==> src/rtl/instr_pf_pkg.sv <==
// Shared types and helpers for the instruction prefetch buffer.
// Word geometry is derived from the instruction word width.
package instr_pf_pkg;

  localparam int PF_AW     = 16;
  localparam int PF_DW     = 32;
  localparam int PF_WB     = PF_DW / 8;
  localparam int PF_WB_LOG = $clog2(PF_WB);

  typedef struct packed {
    logic [PF_AW-1:0] addr;
    logic [PF_DW-1:0] data;
  } pf_entry_t;

  function automatic logic [PF_AW-1:0] addr_align(
    input logic [PF_AW-1:0] a
  );
    return {a[PF_AW-1:PF_WB_LOG], {PF_WB_LOG{1'b0}}};
  endfunction

endpackage

==> src/rtl/instr_pf_fifo.sv <==
// Small prefetch FIFO of {addr, data} entries.
// Push and pop may coincide, even when full; flush wins over both.
module instr_pf_fifo
  import instr_pf_pkg::*;
#(
  parameter  int DEPTH = 2,
  localparam int CW    = $clog2(DEPTH + 1),
  localparam int PW    = (DEPTH > 1) ? $clog2(DEPTH) : 1
) (
  input  logic      clk,
  input  logic      rst_n,
  input  logic      push_i,
  input  logic      pop_i,
  input  logic      flush_i,
  input  pf_entry_t data_i,
  output pf_entry_t head_o,
  output logic [CW-1:0] count_o,
  output logic      empty_o,
  output logic      full_o
);

  pf_entry_t     mem_q [DEPTH];
  logic [PW-1:0] rptr_q, wptr_q;
  logic [CW-1:0] cnt_q;
  logic          do_push, do_pop;

  function automatic logic [PW-1:0] inc(
    input logic [PW-1:0] p
  );
    return (p == PW'(DEPTH - 1)) ? '0 : p + PW'(1);
  endfunction

  assign empty_o = (cnt_q == '0);
  assign full_o  = (cnt_q == CW'(DEPTH));
  assign count_o = cnt_q;
  assign head_o  = mem_q[rptr_q];
  assign do_pop  = pop_i && !empty_o;
  assign do_push = push_i && (!full_o || do_pop);

  always_ff @(posedge clk or negedge rst_n) begin
    if (!rst_n) begin
      rptr_q <= '0;
      wptr_q <= '0;
      cnt_q  <= '0;
      for (int i = 0; i < DEPTH; i++)
        mem_q[i] <= '0;
    end else if (flush_i) begin
      rptr_q <= '0;
      wptr_q <= '0;
      cnt_q  <= '0;
    end else begin
      if (do_push) begin
        mem_q[wptr_q] <= data_i;
        wptr_q        <= inc(wptr_q);
      end
      if (do_pop)
        rptr_q <= inc(rptr_q);
      if (do_push && !do_pop)
        cnt_q <= cnt_q + CW'(1);
      else if (do_pop && !do_push)
        cnt_q <= cnt_q - CW'(1);
    end
  end

endmodule

==> src/rtl/instr_prefetch_buf.sv <==
// Sequential instruction prefetch buffer in front of the instruction RAM.
// Serves straight-line fetches from a FIFO, one cycle response latency.
module instr_prefetch_buf
  import instr_pf_pkg::*;
#(
  parameter int ADDR_WIDTH = PF_AW,
  parameter int DATA_WIDTH = PF_DW,
  parameter int DEPTH      = 2
) (
  input  logic                  clk,
  input  logic                  rst_n,
  input  logic                  instr_req_i,
  input  logic [ADDR_WIDTH-1:0] instr_addr_i,
  output logic                  instr_gnt_o,
  output logic                  instr_rvalid_o,
  output logic [DATA_WIDTH-1:0] instr_rdata_o,
  input  logic                  pf_en_i,
  input  logic                  flush_i,
  output logic                  ram_en_o,
  output logic [ADDR_WIDTH-1:0] ram_addr_o,
  input  logic [DATA_WIDTH-1:0] ram_rdata_i
);

  localparam int CW  = $clog2(DEPTH + 1);
  localparam int MSB = ADDR_WIDTH - 1;
  localparam int WB  = DATA_WIDTH / 8;

  pf_entry_t       head, push_ent;
  logic [CW-1:0]   cnt;
  logic            empty, full;
  logic [MSB:0]    req_addr;
  logic            head_hit, infl_hit, hit, miss;
  logic            pop, push, issue, fifo_flush;
  logic [CW:0]     occ;
  logic [MSB+1:0]  nxt_inc;

  logic            infl_q, infl_d;
  logic [MSB:0]    infl_addr_q, infl_addr_d;
  logic [MSB:0]    nxt_addr_q, nxt_addr_d;
  logic            pf_act_q, pf_act_d;
  logic            dmsb_q, dmsb_d;
  logic            rv_q, rv_d;
  logic            rsrc_q, rsrc_d;
  logic [DATA_WIDTH-1:0] rdata_q, rdata_d;

  always_comb begin
    req_addr = addr_align(instr_addr_i);
    head_hit = instr_req_i && !flush_i && !empty
               && head.addr == req_addr;
    infl_hit = instr_req_i && !flush_i && empty
               && infl_q && infl_addr_q == req_addr;
    hit        = head_hit || infl_hit;
    miss       = instr_req_i && !hit;
    pop        = head_hit;
    push       = infl_q && !infl_hit && !miss
                 && !flush_i && (!full || pop);
    fifo_flush = miss || flush_i;
    // in-flight read counts against capacity until it lands
    occ = (CW+1)'(cnt) - (CW+1)'(pop)
          + (CW+1)'(push) + (CW+1)'(infl_q);
    nxt_inc = {1'b0, nxt_addr_q} + (MSB+2)'(WB);
    issue = !miss && !flush_i && pf_act_q && pf_en_i
            && occ < (CW+1)'(DEPTH)
            && nxt_addr_q[MSB] == dmsb_q;

    infl_d      = issue;
    infl_addr_d = issue ? nxt_addr_q : infl_addr_q;
    nxt_addr_d  = nxt_addr_q;
    pf_act_d    = pf_act_q;
    dmsb_d      = dmsb_q;
    rv_d        = instr_req_i;
    rsrc_d      = miss;
    rdata_d     = rdata_q;

    if (miss) begin
      nxt_addr_d = req_addr + MSB'(0) + (MSB+1)'(WB);
      pf_act_d   = pf_en_i;
      dmsb_d     = req_addr[MSB];
    end else begin
      if (flush_i)
        pf_act_d = 1'b0;
      else if (pf_act_q && nxt_addr_q[MSB] != dmsb_q)
        pf_act_d = 1'b0;
      if (issue) begin
        nxt_addr_d = nxt_inc[MSB:0];
        if (nxt_inc[MSB+1])
          pf_act_d = 1'b0;
      end
    end

    if (head_hit)
      rdata_d = head.data;
    else if (infl_hit)
      rdata_d = ram_rdata_i;
  end

  assign push_ent       = '{addr: infl_addr_q, data: ram_rdata_i};
  assign instr_gnt_o    = instr_req_i;
  assign ram_en_o       = miss || issue;
  assign ram_addr_o     = miss ? req_addr : nxt_addr_q;
  assign instr_rvalid_o = rv_q;
  assign instr_rdata_o  = rsrc_q ? ram_rdata_i : rdata_q;

  always_ff @(posedge clk or negedge rst_n) begin
    if (!rst_n) begin
      infl_q      <= 1'b0;
      infl_addr_q <= '0;
      nxt_addr_q  <= '0;
      pf_act_q    <= 1'b0;
      dmsb_q      <= 1'b0;
      rv_q        <= 1'b0;
      rsrc_q      <= 1'b0;
      rdata_q     <= '0;
    end else begin
      infl_q      <= infl_d;
      infl_addr_q <= infl_addr_d;
      nxt_addr_q  <= nxt_addr_d;
      pf_act_q    <= pf_act_d;
      dmsb_q      <= dmsb_d;
      rv_q        <= rv_d;
      rsrc_q      <= rsrc_d;
      rdata_q     <= rdata_d;
    end
  end

  instr_pf_fifo #(
    .DEPTH(DEPTH)
  ) u_fifo (
    .clk    (clk),
    .rst_n  (rst_n),
    .push_i (push),
    .pop_i  (pop),
    .flush_i(fifo_flush),
    .data_i (push_ent),
    .head_o (head),
    .count_o(cnt),
    .empty_o(empty),
    .full_o (full)
  );

endmodule

==> config.mk <==
export PLATFORM = sky130hd
export DESIGN_NAME = instr_prefetch_buf
export DESIGN_NICKNAME = d
export VERILOG_FILES = /design/src/rtl/instr_pf_pkg.sv /design/src/rtl/instr_pf_fifo.sv /design/src/rtl/instr_prefetch_buf.sv
export SDC_FILE = /design/constraint.sdc
export NUM_CORES = 1
export LEC_CHECK = 0
export ABC_AREA = 1
export BUFFER_PORTS_ARGS = -buffer_cell sky130_fd_sc_hd__buf_4
export CAP_MARGIN = 20
export CELL_PAD_IN_SITES_DETAIL_PLACEMENT = 1
export CELL_PAD_IN_SITES_GLOBAL_PLACEMENT = 1
export CORE_ASPECT_RATIO = 1.75
export CORE_MARGIN = 2
export CORE_UTILIZATION = 39
export DETAILED_ROUTE_END_ITERATION = 8
export PLACE_DENSITY_LB_ADDON = 0.1
export SLEW_MARGIN = 30
export SYNTH_ARGS = -nofsm -noshare
export SYNTH_HDL_FRONTEND = slang
export SYNTH_SLANG_ARGS = --single-unit
==> constraint.sdc <==
create_clock -name clk -period 3.8 [get_ports clk]
set_clock_uncertainty 0.1 [all_clocks]
set_input_delay 0.19 -clock clk [delete_from_list [all_inputs] [get_ports clk]]
set_output_delay 0.19 -clock clk [all_outputs]
set_load 0.02 [all_outputs]
==> results of run 1 <==
worst reg2reg max path, cell delays in order (launching register included):
cell	delay (ns)
dfrtp_2	0.45
buf_12	0.15
buf_12	0.14
nand2_4	0.06
nand2_2	0.05
nand2_1	0.07
nand2_2	0.07
nor2_4	0.12
nand2_2	0.08
nor2_2	0.09
nand2_2	0.09
inv_2	0.10
ha_4	0.21
inv_4	0.06
ha_4	0.19
a21o_1	0.16
fa_1	0.44
nor2_1	0.13
nand4_1	0.13
buf_4	0.17
buf_4	0.12
buf_4	0.12
buf_4	0.12
buf_4	0.13
nor2_4	0.12
buf_6	0.14
a22oi_1	0.06
o21ai_1	0.09
flip-flops by register name, summed over array words and instances, names as in the netlist, 2 cells and up:
signal / flops
u_fifo.mem_q: 92
rdata_q: 32
infl_addr_q: 14
nxt_addr_q: 14
u_fifo.count_o: 2
metal layers:
layer,track usage,vias up,routed length [um]
met3,0.0341,48,634
met1,0.270,3852,10300
met2,0.451,134,14300
met5,0,-,0
met4,0.114,0,1080
li1,-,3804,-
kinds of logic after synthesis:
logic type                 after synthesis  share of synthesized area
xor gates and xnor gates                23                     0.0241
adders and majority gates                5                    0.00838
other                                    1                   0.000449
and+or+nand+nor                        492                      0.232
AOI/OAI and AO/OA                      254                      0.169
buffers and inverters                  157                     0.0841
DFF                                    161                      0.482
worst paths after layout:
path	depth (start not counted)	end	startpoint	slack, ns
max	22	ram_en_o	u_fifo.rptr_q	-0.27
min	4	nxt_addr_q[14]	instr_addr_i[14]	0.01
max reg2reg	27	nxt_addr_q[3]	u_fifo.rptr_q	-0.23
min reg2reg	2	u_fifo.mem_q[77]	u_fifo.mem_q[77]	0.39
max in group asynchronous	3	u_fifo.rptr_q	rst_n	2.35
min in group asynchronous	2	u_fifo.mem_q[57]	rst_n	0.31
layout make-up:
class	instances	area, um2	area share
Clock buffer	20	437	0.0411
Clock inverter	12	230	0.0217
Inverter	93	359	0.0338
Multi-Input combinational cell	776	3740	0.352
Sequential cell	161	4030	0.379
Tap cell	252	315	0.0297
Timing Repair Buffer	174	1520	0.143
through the flow:
step | hold WS, ns | utilization | area [um2]
final | 0.0138 | 0.508 | 10600
after global routing | 0.0257 | 0.508 | 10600
after CTS | 0.00112 | 0.504 | 10600
after detailed placement | 0.227 | 0.445 | 9310
after global placement | 0.224 | 0.445 | 9310
after floorplan | -0.206 | - | 8370
power by group through the flow:
| stage | Sequential, mW | Clock (mW) | Combinational, mW |
|---|---|---|---|
| after global placement | 1.95 | 0 | 0.648 |
| after CTS | 1.93 | 2.00 | 0.704 |
| final | 1.93 | 1.97 | 0.700 |
| after global routing | 1.94 | 2.07 | 0.792 |
| after detailed placement | 1.96 | 0 | 0.660 |
| after floorplan | 1.92 | 0 | 0.398 |
layout by cell type (no fill, tap or decap), types with 17 or more instances in the layout:
cell	count
dlygate4sd3_1	30
o21ai_0	47
a211oi_1	32
clkbuf_16	17
nand2_1	329
a21oi_1	37
inv_1	89
dfrtp_1	159
xor2_1	21
o21ai_1	95
nor2_1	95
a31oi_1	34
nand3_1	28
buf_4	133
timing repair:
action,in CTS,in global routing
gates cloned,3,0
endpoints found under the hold margin,136,0
pin swaps,11,10
endpoints found under the setup margin,1,31
hold buffers,30,0
gates resized for setup,22,23
buffers inserted,11,2
==> results.txt, run 1 <==
----------------------------------------------------
[Routing]
  DRC violation total after the first TritonRoute iteration ... 291
  Wirelength, routed ... 26.3 mm
  Vias per cell ... around 5.3
  Via Count ... slightly below 8000
  Number of remaining DRC errors ... 0
  Detailed-router iteration count before antenna repair ... 4
  Final ANT Viol Nets ... 0
  Detail-routed net length per standard cell ... between 15 and 20 um

[STA]
  Final critical path time including I/O delays and setup ... about 4.1 ns
  Max Slew Vio Count ... 0
  Share of the clock period used by the worst path ... 1.07
  Slew margin rel. ... 0.391
  Smallest setup slack after layout ... -0.271 ns
  Setup total negative slack ... -2.21 ns
  Number of hold-slack violations in the final timing report ... 0
  Total of endpoints with negative setup slack in the final report ... 20
  Max frequency ... 0.246 GHz
  RSZ-0062 raised after global routing ... true
  Actual transition at the worst max-transition pin ... approximately 0.91 ns

[Yosys]
  Mean area per synthesized cell ... approximately 7.6 um2
  Predominant post-synthesis flop cell ... dfrtp_1
  Number of register bits inferred by synthesis ... about 160
  Proportion of netlist area held by the largest area contributor ... 0.482
  Cell with the most instances after synthesis ... nand2_1
  Cell area after synthesis ... 0.00836 mm2
  Most common library cells after synthesis ... nand2_1, dfrtp_1, nor2_1
  Post-synthesis cell type with the largest combined area ... dfrtp_1
  Fraction of the yosys area taken by sequential cells ... 0.482
  Mapped Cells ... about 1100
  Total number of yosys warnings ... 0
  Largest cells by area after synthesis ... dfrtp_1, nand2_1, o21ai_1
  EDFF count, synth ... 0
  Count of unique library cells instantiated by Yosys ... 34
  Async set-or-reset flop fraction in the synthesized netlist ... 1.00

[Critical path]
  Type of the worst setup path ... flop to output pin
  Combined buffer and inverter count along the critical path ... 6
  Element type at the critical path end ... output pin
  Crit path arrival time ... 3.78 ns
  Cell with the largest stage delay on the worst path ... dfrtp_2
  Cell family with most CP delay ... simple AND/OR/NAND/NOR gates
  Sort of element at the start of the critical path ... flop
  Largest stage delay on the critical path ... 0.45 ns
  Worst path cell trace ... buf_12 -> buf_12 -> nand2_4 -> nand2_2 -> nand2_1 -> nand2_2 -> nor2_4 -> nand2_2 -> nor2_2 -> nand2_2 -> inv_2 -> ha_4 -> inv_4 -> ha_4 -> a21o_1 -> fa_1 -> nor2_1 -> nand4_1 -> nand3b_1 -> nand2_2 -> buf_12 -> buf_8
  CP dominant cell by count ... nand2_2
  Required arrival time at the worst endpoint ... between 3 and 4 ns
  Maximum net fanout on the critical path ... 5

[Floorplan]
  Num ports ... 104
  Initial Util ... 0.399
  Horizontal die dimension ... around 110 um
  Floorplan row count ... 70
  Floorplan die area ... 0.0227 mm2
  Core area ... 0.0209 mm2
  Die Ht ... slightly below 200 um

[CTS]
  CTS HTree Levels ... 4
  Clock-pin slew on the worst setup and hold paths ... around 0.07 ns
  TritonCTS clock tree ... built
  Root buffer cell ... clkbuf_16
  Sink Count ... between 150 and 200
  Total CTS buffers ... 17
  Maximum clock path buffer count ... 2
  Clock latency reported for the late side of the worst-skew pair ... around 0.43 ns

[Layout]
  Filler cell count in the final layout ... about 2500
  Layout-stage area growth over the synthesis result ... 27.1%
  Layout cells sized above 1 ... 0.169
  Number of nets in the layout ... ~1300
  Antenna cells ... 0
  Count of non-filler cells in the finished layout ... 1488

[Place]
  Placed insts ... 1411
  Number of port buffers ... 99
  Global placer's final weighted congestion ... between 0.8 and 0.9
  Worst Setup Slack post-DPL ... 0.0269 ns
  Half-perimeter wire length of the detailed placement result ... ~17 mm

[Power]
  Switching power summed over all nets ... 1.26 mW
  P_leak ... between 5 and 6 nW
  Gate power share ... 0.152
  Cell Pwr Density ... 433 mW/mm2
  Net switching share of the total power ... 0.274
  Maximum vdd drop ... 0.000272 V
  Sequential cell fraction of total power ... 0.419
  Total power ... roughly 4.6 mW
  Internal power summed over all cells ... approximately 3.3 mW
  Share of power burned in the clock network ... 0.429

[Status]
  Run status ... finished, violations left
  Failing checks ... negative setup slack

[GRT]
  Global-route wire length before repair ... between 40 and 50 mm
  Total routing resource utilization after global routing ... 0.244
  Number of antenna violations at the first check in global routing ... 0
  Vias in the first global route ... 8244
  Pin count of the biggest net entering global routing ... 91
  Total gr overflow ... 0

[Min path]
  Path type of the worst min-delay path ... input pin to flop

[Job]
  Max_cap viols ... 0

----------------------------------------------------
Power figures use the tool's default switching activity.
==> run 2: changes to the inputs <==
--- a/config.mk
+++ b/config.mk
@@ -6,6 +6,7 @@
 export NUM_CORES = 1
 export LEC_CHECK = 0
 export ABC_AREA = 1
+export ABC_CLOCK_PERIOD_IN_PS = 3800
 export BUFFER_PORTS_ARGS = -buffer_cell sky130_fd_sc_hd__buf_4
 export CAP_MARGIN = 20
 export CELL_PAD_IN_SITES_DETAIL_PLACEMENT = 1
@@ -15,7 +16,9 @@
 export CORE_UTILIZATION = 39
 export DETAILED_ROUTE_END_ITERATION = 8
 export PLACE_DENSITY_LB_ADDON = 0.1
+export REMOVE_ABC_BUFFERS = 1
 export SLEW_MARGIN = 30
 export SYNTH_ARGS = -nofsm -noshare
 export SYNTH_HDL_FRONTEND = slang
+export SYNTH_HIERARCHICAL = 1
 export SYNTH_SLANG_ARGS = --single-unit
==> run 2 against run 1 <==
The run still ends with negative setup slack left. Cell count increased by 20%. Synthesized area increased by 8.3%. Sequential power increased by 4%. Critical path type unchanged. Largest cell class is now multi-input gates.
==> results.txt, run 2 <==
----------------------------------------------------
[Critical path]
  Sort of element at the start of the critical path ... flop
  Type of the worst setup path ... flop to output pin
  FF-to-FF End ... nxt_addr_q[4]
  Startpoint of the worst-slack reg-to-reg timing path ... u_fifo/rptr_q
  Worst reg-to-reg setup slack ... -0.94 ns (-0.71 ns)
  Worst setup startpoint ... u_fifo/rptr_q
  Maximum net fanout on the critical path ... 5 (unchanged)
  Worst-case reg-to-reg path depth ... 30 (+11%)
  Required arrival time at the worst endpoint ... 3.51 ns (about the same)
  Element type at the critical path end ... output pin
  Crit path arrival time ... 4.55 ns (+0.77 ns)

[Yosys]
  Cell with the most instances after synthesis ... nand2_1
  Async set-or-reset flop fraction in the synthesized netlist ... 1.00 (unchanged)
  Cell area after synthesis ... 0.00905 mm2 (+8.3%)
  Most common library cells after synthesis ... nand2_1, dfrtp_1, inv_1
  Count of unique library cells instantiated by Yosys ... 40 (+18%)
  Largest cells by area after synthesis ... dfrtp_1, nand2_1, inv_1
  Number of register bits inferred by synthesis ... 165 (+2.5%)
  Post-synthesis cell type with the largest combined area ... dfrtp_1
  Proportion of netlist area held by the largest area contributor ... 0.456 (-0.0258)
  Predominant post-synthesis flop cell ... dfrtp_1
  Mean area per synthesized cell ... 7.27 um2 (-4.9%)
  Mapped Cells ... 1244 (+14%)
  EDFF count, synth ... 0 (unchanged)
  Total number of yosys warnings ... 6 (+6)
  Fraction of the yosys area taken by sequential cells ... 0.456 (-0.0258)

[Layout]
  Leading cell type in the layout, fill and taps excluded ... nand2_1
  Layout cells sized above 1 ... 0.242 (+0.0734)
  Number of nets in the layout ... 1534 (+20%)
  Antenna cells ... 0 (unchanged)
  Layout Utilization ... 0.541 (+0.0337)
  Commonest non-fill, non-tap cells in the layout ... nand2_1, buf_4, dfrtp_1
  Max reg flops ... 96 (+4.3%)
  Layout-stage area growth over the synthesis result ... 36.0%
  Reg with most FFs ... u_fifo/mem_q
  Biggest regs ... u_fifo/mem_q x96, rdata_q x32
  Filler cell count in the final layout ... 2851 (+12%)

[Floorplan]
  Die Ht ... 206 um (+4.0%)
  Horizontal die dimension ... 119 um (+3.9%)
  Num ports ... 104 (unchanged)
  Core area ... 0.0227 mm2 (+8.6%)
  Floorplan row count ... 73 (+4.3%)
  Initial Util ... 0.398 (-0.00136)
  Floorplan die area ... 0.0245 mm2 (+8.0%)

[STA]
  Max frequency ... 0.207 GHz (-16%)
  Slew margin rel. ... 0.402 (+0.0110)
  Actual transition at the worst max-transition pin ... 0.897 ns (-0.0164 ns)
  Max Slew Vio Count ... 0 (unchanged)
  Share of the clock period used by the worst path ... 1.27 (+0.201)
  Final critical path time including I/O delays and setup ... 4.84 ns (+0.765 ns)
  Total of endpoints with negative setup slack in the final report ... 32 (+60%)
  RSZ-0062 raised after global routing ... true
  Number of hold-slack violations in the final timing report ... 0 (unchanged)
  Setup total negative slack ... -24.11 ns (-21.90 ns)
  Smallest setup slack after layout ... -1.04 ns (-0.765 ns)

[Min path]
  Number of stages on the worst hold path ... 4 (unchanged)
  Path type of the worst min-delay path ... input pin to flop
  HP Start ... instr_req_i
  Worst hold endpoint ... rsrc_q

[CTS]
  Maximum clock path buffer count ... 2 (unchanged)
  Root buffer cell ... clkbuf_16
  Sink Count ... 165 (+2.5%)
  Clock-pin slew on the worst setup and hold paths ... 0.06 ns (about the same)
  TritonCTS clock tree ... built
  Clock latency reported for the late side of the worst-skew pair ... 0.44 ns (about the same)
  CTS HTree Levels ... 4 (unchanged)
  Total CTS buffers ... 17 (unchanged)

[Routing]
  Detailed-router iteration count before antenna repair ... 4 (unchanged)
  Vias per cell ... 5.02 (-4.6%)
  Final ANT Viol Nets ... 0 (unchanged)
  Via Count ... 8987 (+15%)
  Number of remaining DRC errors ... 0 (unchanged)
  Wirelength, routed ... 30.8 mm (+17%)
  DRC violation total after the first TritonRoute iteration ... 368 (+26%)
  Detail-routed net length per standard cell ... 17.2 um (-2.8%)

[Power]
  P_leak ... 6.29 nW (+22%)
  Maximum vdd drop ... 0.000334 V (+23%)
  Cell Pwr Density ... 390 mW/mm2 (-9.8%)

[GRT]
  Pin count of the biggest net entering global routing ... 103 (+13%)
  Global-route wire length before repair ... 46.9 mm (+10%)
  Number of antenna violations at the first check in global routing ... 0 (unchanged)
  Most used routing layer in global routing ... met2
  Global Route met2 Usage ... 0.462 (+0.0108)
  Vias in the first global route ... 9285 (+13%)
  Met3 demand-to-capacity share in global routing ... 0.0363 (+0.00225)
  Total gr overflow ... 0 (unchanged)
  Total routing resource utilization after global routing ... 0.243 (-0.00124)
  Met1 usage in global routing ... 0.271 (+0.00177)

[Status]
  Failing checks ... negative setup slack
  Run status ... finished, violations left

[Place]
  Half-perimeter wire length of the detailed placement result ... 19.4 mm (+12%)
  Number of port buffers ... 99 (unchanged)
  Global placer's final weighted congestion ... 0.869 (+5.1%)

[Job]
  Max_cap viols ... 0 (unchanged)

----------------------------------------------------
-- run 2: cell count changes in the layout (fill, tap and decap cells not counted), sizes merged, moves of 20 or more --
cell,previous run,this run
nand2,348,472
buf,142,233
inv,95,156
a31oi,34,1
nor2,102,69
a211oi,32,0
o211ai,6,34
nand3,30,50
-- run 2: worst max-delay path by stage --
stage | endpoint | slack [ns] | cells past startpoint
floorplan | nxt_addr_q[2] | -3.29 | 24
global placement | nxt_addr_q[2] | -0.37 | 23
finish | ram_en_o | -1.04 | 25
detailed placement | nxt_addr_q[2] | -0.47 | 27
global route | ram_en_o | -1.27 | 25
CTS | ram_en_o | -0.81 | 24
-- run 2: power breakdown --
| group | internal (mW) | switching (mW) | total, mW |
|---|---|---|---|
| clock | 1.05 | 0.748 | 1.80 |
| combinational | 0.455 | 0.542 | 0.997 |
| sequential | 1.88 | 0.124 | 2.00 |
-- run 2: area by class of cell --
| class | count | area [um2] | area share |
|---|---|---|---|
| well taps | 300 | 375 | 0.0305 |
| clock buffers | 21 | 450 | 0.0366 |
| multi-input cells | 863 | 4200 | 0.341 |
| clock inverters | 11 | 150 | 0.0122 |
| repair buffers | 275 | 2420 | 0.197 |
| flip-flops and latches | 165 | 4130 | 0.336 |
| inverters | 154 | 588 | 0.0478 |
-- run 2: cells by family after synthesis --
group           synth area share
compound gates             0.133
xor+xnor                  0.0213
fa+ha+maj                0.00774
buf+inv                    0.105
flops                      0.456
other cells             0.000414
simple gates               0.277
-- run 2: metrics by stage --
step	setup WS, ns	power (mW)	std cells	area (um2)	hold WS [ns]
final	-1.04	4.80	1789	12300	0.133
after global routing	-1.27	5.04	1789	12300	0.124
after CTS	-0.812	4.79	1769	11900	0.122
after detailed placement	-0.472	2.93	1680	10700	0.286
after global placement	-0.371	2.90	1680	10700	0.279
after floorplan	-3.29	2.44	1182	8690	-0.206
-- run 2: worst max-delay path, stage by stage (launching register included) --
cell and delay, ns:
dfrtp_2 0.45, inv_4 0.11, buf_6 0.14, nand2_2 0.06, nand2_2 0.09, inv_1 0.06
nand2_1 0.08, nand2_1 0.06, nor2_1 0.12, nand2_1 0.10, nor2_4 0.14, nand2_2 0.09
nand3_2 0.11, nand2_2 0.10, nor4_4 0.33, inv_1 0.10, ha_1 0.29, inv_1 0.04
ha_1 0.26, a21o_1 0.17, fa_1 0.44, nor2_1 0.10, nand4_1 0.17, o31ai_4 0.25
buf_12 0.13, buf_4 0.12
-- run 2: repair_timing --
action	CTS	global route
buffers inserted	20	17
pin swaps	6	32
gates resized for setup	29	78
hold endpoints to repair	198	0
hold buffers	36	0
cloned	1	7
setup endpoints to repair	31	128
-- run 2: routing by layer --
layer | vias to the layer above | wire length, um
met3 | 52 | 711
li1 | 4363 | -
met1 | 4438 | 12000
met5 | - | 0
met2 | 134 | 17300
met4 | 0 | 828
==> run 3: changes to the inputs <==
--- a/config.mk
+++ b/config.mk
@@ -5,15 +5,14 @@
 export SDC_FILE = /design/constraint.sdc
 export NUM_CORES = 1
 export LEC_CHECK = 0
-export ABC_AREA = 1
 export ABC_CLOCK_PERIOD_IN_PS = 3800
 export BUFFER_PORTS_ARGS = -buffer_cell sky130_fd_sc_hd__buf_4
-export CAP_MARGIN = 20
+export CAP_MARGIN = 5
 export CELL_PAD_IN_SITES_DETAIL_PLACEMENT = 1
 export CELL_PAD_IN_SITES_GLOBAL_PLACEMENT = 1
 export CORE_ASPECT_RATIO = 1.75
 export CORE_MARGIN = 2
-export CORE_UTILIZATION = 39
+export CORE_UTILIZATION = 43
 export DETAILED_ROUTE_END_ITERATION = 8
 export PLACE_DENSITY_LB_ADDON = 0.1
 export REMOVE_ABC_BUFFERS = 1
==> run 3 against run 2 <==
The flow still finishes with violations (negative setup slack). Utilization grew 3.9 points. Combinational power shrank 24%. Sequential power shrank 3%. Synthesized cell count shrank 44%. Clock power is essentially flat. Maximum frequency shrank 2.0%. Largest cell class unchanged.
==> results.txt, run 3 <==
----------------------------------------------------
[Yosys]
  Total number of yosys warnings ... 6 (unchanged)
  Number of register bits inferred by synthesis ... 165 (unchanged)
  Predominant post-synthesis flop cell ... dfrtp_1
  Fraction of the yosys area taken by sequential cells ... 0.480 (+0.0233)
  Post-synthesis cell type with the largest combined area ... dfrtp_1
  Proportion of netlist area held by the largest area contributor ... 0.480 (+0.0233)
  Cell area after synthesis ... 0.00861 mm2 (-4.9%)
  Cell with the most instances after synthesis ... mux2_2
  Async set-or-reset flop fraction in the synthesized netlist ... 1.00 (unchanged)
  Largest cells by area after synthesis ... dfrtp_1, mux2_2, xor2_1
  Mean area per synthesized cell ... 12.4 um2 (+70%)
  Count of unique library cells instantiated by Yosys ... 42 (+5.0%)
  EDFF count, synth ... 0 (unchanged)
  Most common library cells after synthesis ... mux2_2, dfrtp_1, nand3_1
  Mapped Cells ... 695 (-44%)

[GRT]
  Vias in the first global route ... 7302 (-21%)
  Pin count of the biggest net entering global routing ... 101 (-1.9%)
  Total gr overflow ... 0 (unchanged)
  Global-route wire length before repair ... 39.3 mm (-16%)
  Number of antenna violations at the first check in global routing ... 0 (unchanged)
  Total routing resource utilization after global routing ... 0.238 (-0.00437)

[Routing]
  Detail-routed net length per standard cell ... 21.7 um (+26%)
  Via Count ... 6335 (-30%)
  DRC violation total after the first TritonRoute iteration ... 254 (-31%)
  Final ANT Viol Nets ... 0 (unchanged)
  Number of remaining DRC errors ... 0 (unchanged)
  Detailed-router iteration count before antenna repair ... 4 (unchanged)
  Vias per cell ... 5.52 (+9.9%)
  Wirelength, routed ... 24.8 mm (-19%)

[STA]
  Actual transition at the worst max-transition pin ... 0.874 ns (-0.0229 ns)
  Max Slew Vio Count ... 0 (unchanged)
  Total of endpoints with negative setup slack in the final report ... 79 (+150%)
  Slew margin rel. ... 0.412 (+0.00987)
  Share of the clock period used by the worst path ... 1.30 (+0.0255)
  Smallest setup slack after layout ... -1.13 ns (-0.0967 ns)
  Final critical path time including I/O delays and setup ... 4.93 ns (+0.0967 ns)
  Max frequency ... 0.203 GHz (-2.0%)
  RSZ-0062 raised after global routing ... true
  Number of hold-slack violations in the final timing report ... 0 (unchanged)

[Min path]
  Path type of the worst min-delay path ... input pin to flop

[Floorplan]
  Core area ... 0.0197 mm2 (-14%)
  Horizontal die dimension ... 111 um (-6.9%)
  Num ports ... 104 (unchanged)
  Floorplan row count ... 68 (-6.8%)
  Die Ht ... 191 um (-7.0%)
  Floorplan die area ... 0.0212 mm2 (-13%)
  Initial Util ... 0.438 (+0.0401)

[Power]
  Cell Pwr Density ... 395 mW/mm2 (+1.1%)
  P_leak ... 5.68 nW (-9.7%)
  Total power ... 4.50 mW (-6.4%)
  Maximum vdd drop ... 0.000208 V (-38%)

[Layout]
  Biggest regs ... u_fifo/mem_q x96, rdata_q x32
  Area taken by multi-input logic gates ... 0.00439 mm2 (+4.6%)
  Number of nets in the layout ... 947 (-38%)
  Layout cells sized above 1 ... 0.496 (+0.253)
  Filler cell count in the final layout ... 1992 (-30%)
  Commonest non-fill, non-tap cells in the layout ... mux2_2, buf_4, dfrtp_1
  Leading cell type in the layout, fill and taps excluded ... mux2_2
  Max reg flops ... 96 (unchanged)
  Antenna cells ... 0 (unchanged)
  Sequential cell area ... 0.00413 mm2 (about the same)
  Reg with most FFs ... u_fifo/mem_q
  Layout-stage area growth over the synthesis result ... 32.4%

[Critical path]
  Sort of element at the start of the critical path ... flop
  Worst path cell trace ... buf_12 -> mux2_4 -> xor2_1 -> nor4_2 -> buf_4 -> nand4_4 -> inv_2 -> o21ai_2 -> ha_1 -> inv_2 -> ha_4 -> a21o_1 -> fa_2 -> nand2b_4 -> or4b_4 -> buf_6 -> a31oi_4 -> clkbuf_16 -> mux2_4
  Cell family with most CP delay ... simple AND/OR/NAND/NOR gates
  Required arrival time at the worst endpoint ... 4.02 ns (+0.51 ns)
  Combined buffer and inverter count along the critical path ... 6 (-1)
  Type of the worst setup path ... flop to flop
  Largest stage delay on the critical path ... 0.54 ns (+0.09 ns)
  Element type at the critical path end ... flop
  Cell with the largest stage delay on the worst path ... or4b_4
  Maximum net fanout on the critical path ... 7 (+2)
  Crit path arrival time ... 5.15 ns (+0.60 ns)

[CTS]
  Clock latency reported for the late side of the worst-skew pair ... 0.43 ns (about the same)
  TritonCTS clock tree ... built
  Sink Count ... 165 (unchanged)
  Clock-pin slew on the worst setup and hold paths ... 0.07 ns (about the same)
  Total CTS buffers ... 17 (unchanged)
  CTS HTree Levels ... 4 (unchanged)
  Maximum clock path buffer count ... 2 (unchanged)
  Root buffer cell ... clkbuf_16

[Status]
  Run status ... finished, violations left
  Failing checks ... negative setup slack

[Place]
  Number of port buffers ... 99 (unchanged)
  Global placer's final weighted congestion ... 0.869 (about the same)
  Half-perimeter wire length of the detailed placement result ... 16.3 mm (-16%)
  Worst Setup Slack post-DPL ... -1.08 ns (-0.608 ns)

[Job]
  Max_cap viols ... 0 (unchanged)

----------------------------------------------------
-- run 3: cell count changes in the layout (fill, tap and decap cells not counted), moves of 55 or more --
cell,change
nand2_1,-381
mux2_2,+180
inv_1,-129
o21ai_1,-75
o21ai_0,-61
nor2_1,-55
-- run 3: cells by family after synthesis --
logic type / Yosys count / share of synthesized area
compound gates: 44 / 0.0376
flops: 165 / 0.480
buf+inv: 59 / 0.0328
other cells: 1 / 0.000436
xor+xnor: 56 / 0.0570
simple gates: 143 / 0.0885
mux: 222 / 0.296
fa+ha+maj: 5 / 0.00814
-- run 3: layout make-up --
type                            count  share of cell area
Sequential cell                   165               0.362
Clock inverter                     10              0.0128
Multi-Input combinational cell    476               0.385
Clock buffer                       22              0.0416
Timing Repair Buffer              220               0.168
Tap cell                          245              0.0269
Inverter                            9             0.00296
-- run 3: tightest hold or removal path, cell delays in order --
cell,delay [ns]
buf_4,0.14
xnor2_1,0.14
mux2i_1,0.07
-- run 3: final timing paths --
| kind | slack [ns] | startpoint | depth (start not counted) | endpoint |
|---|---|---|---|---|
| max | -1.13 | u_fifo/rptr_q | 19 | infl_addr_q[6] |
| min | 0.04 | instr_addr_i[10] | 3 | nxt_addr_q[10] |
| max reg2reg | -1.13 | u_fifo/rptr_q | 19 | infl_addr_q[6] |
| min reg2reg | 0.39 | rdata_q[12] | 2 | rdata_q[12] |
| max in group asynchronous | 2.38 | rst_n | 3 | u_fifo/mem_q[14] |
| min in group asynchronous | 0.28 | rst_n | 2 | u_fifo/mem_q[10] |
-- run 3: repair_timing --
item | CTS | global route
gates resized for setup | 38 | 11
setup buffers | 8 | 2
pin swaps | 13 | 3
hold endpoints to repair | 196 | 0
hold buffers | 36 | 0
cloned | 2 | 2
setup endpoints to repair | 93 | 137
-- run 3: routing by layer --
| metal | vias to the layer above | global-route usage | share of wire |
|---|---|---|---|
| met5 | - | 0 | 0 |
| met4 | 0 | 0.110 | 0.032 |
| met3 | 53 | 0.0355 | 0.026 |
| met2 | 142 | 0.460 | 0.57 |
| met1 | 3275 | 0.252 | 0.37 |
| li1 | 2865 | - | - |
-- run 3: power breakdown --
part	switching, mW	internal (mW)	total, mW
sequential	0.0808	1.85	1.93
clock	0.717	1.09	1.81
combinational	0.356	0.406	0.762
total	1.15	3.34	4.50
-- run 3: per-stage QoR --
stage	hold slack, ns	utilization	area, um2	TNS (ns)	std cells
2_1_floorplan	-0.206	-	8380	-406.39	650
3_3_place_gp	0.240	0.512	10100	-23.14	1066
3_5_place_dp	0.255	0.512	10100	-25.66	1066
4_1_cts	0.0224	0.575	11300	-26.48	1143
5_1_grt	0.0355	0.580	11400	-47.61	1147
6_report	0.0377	0.580	11400	-30.81	1147
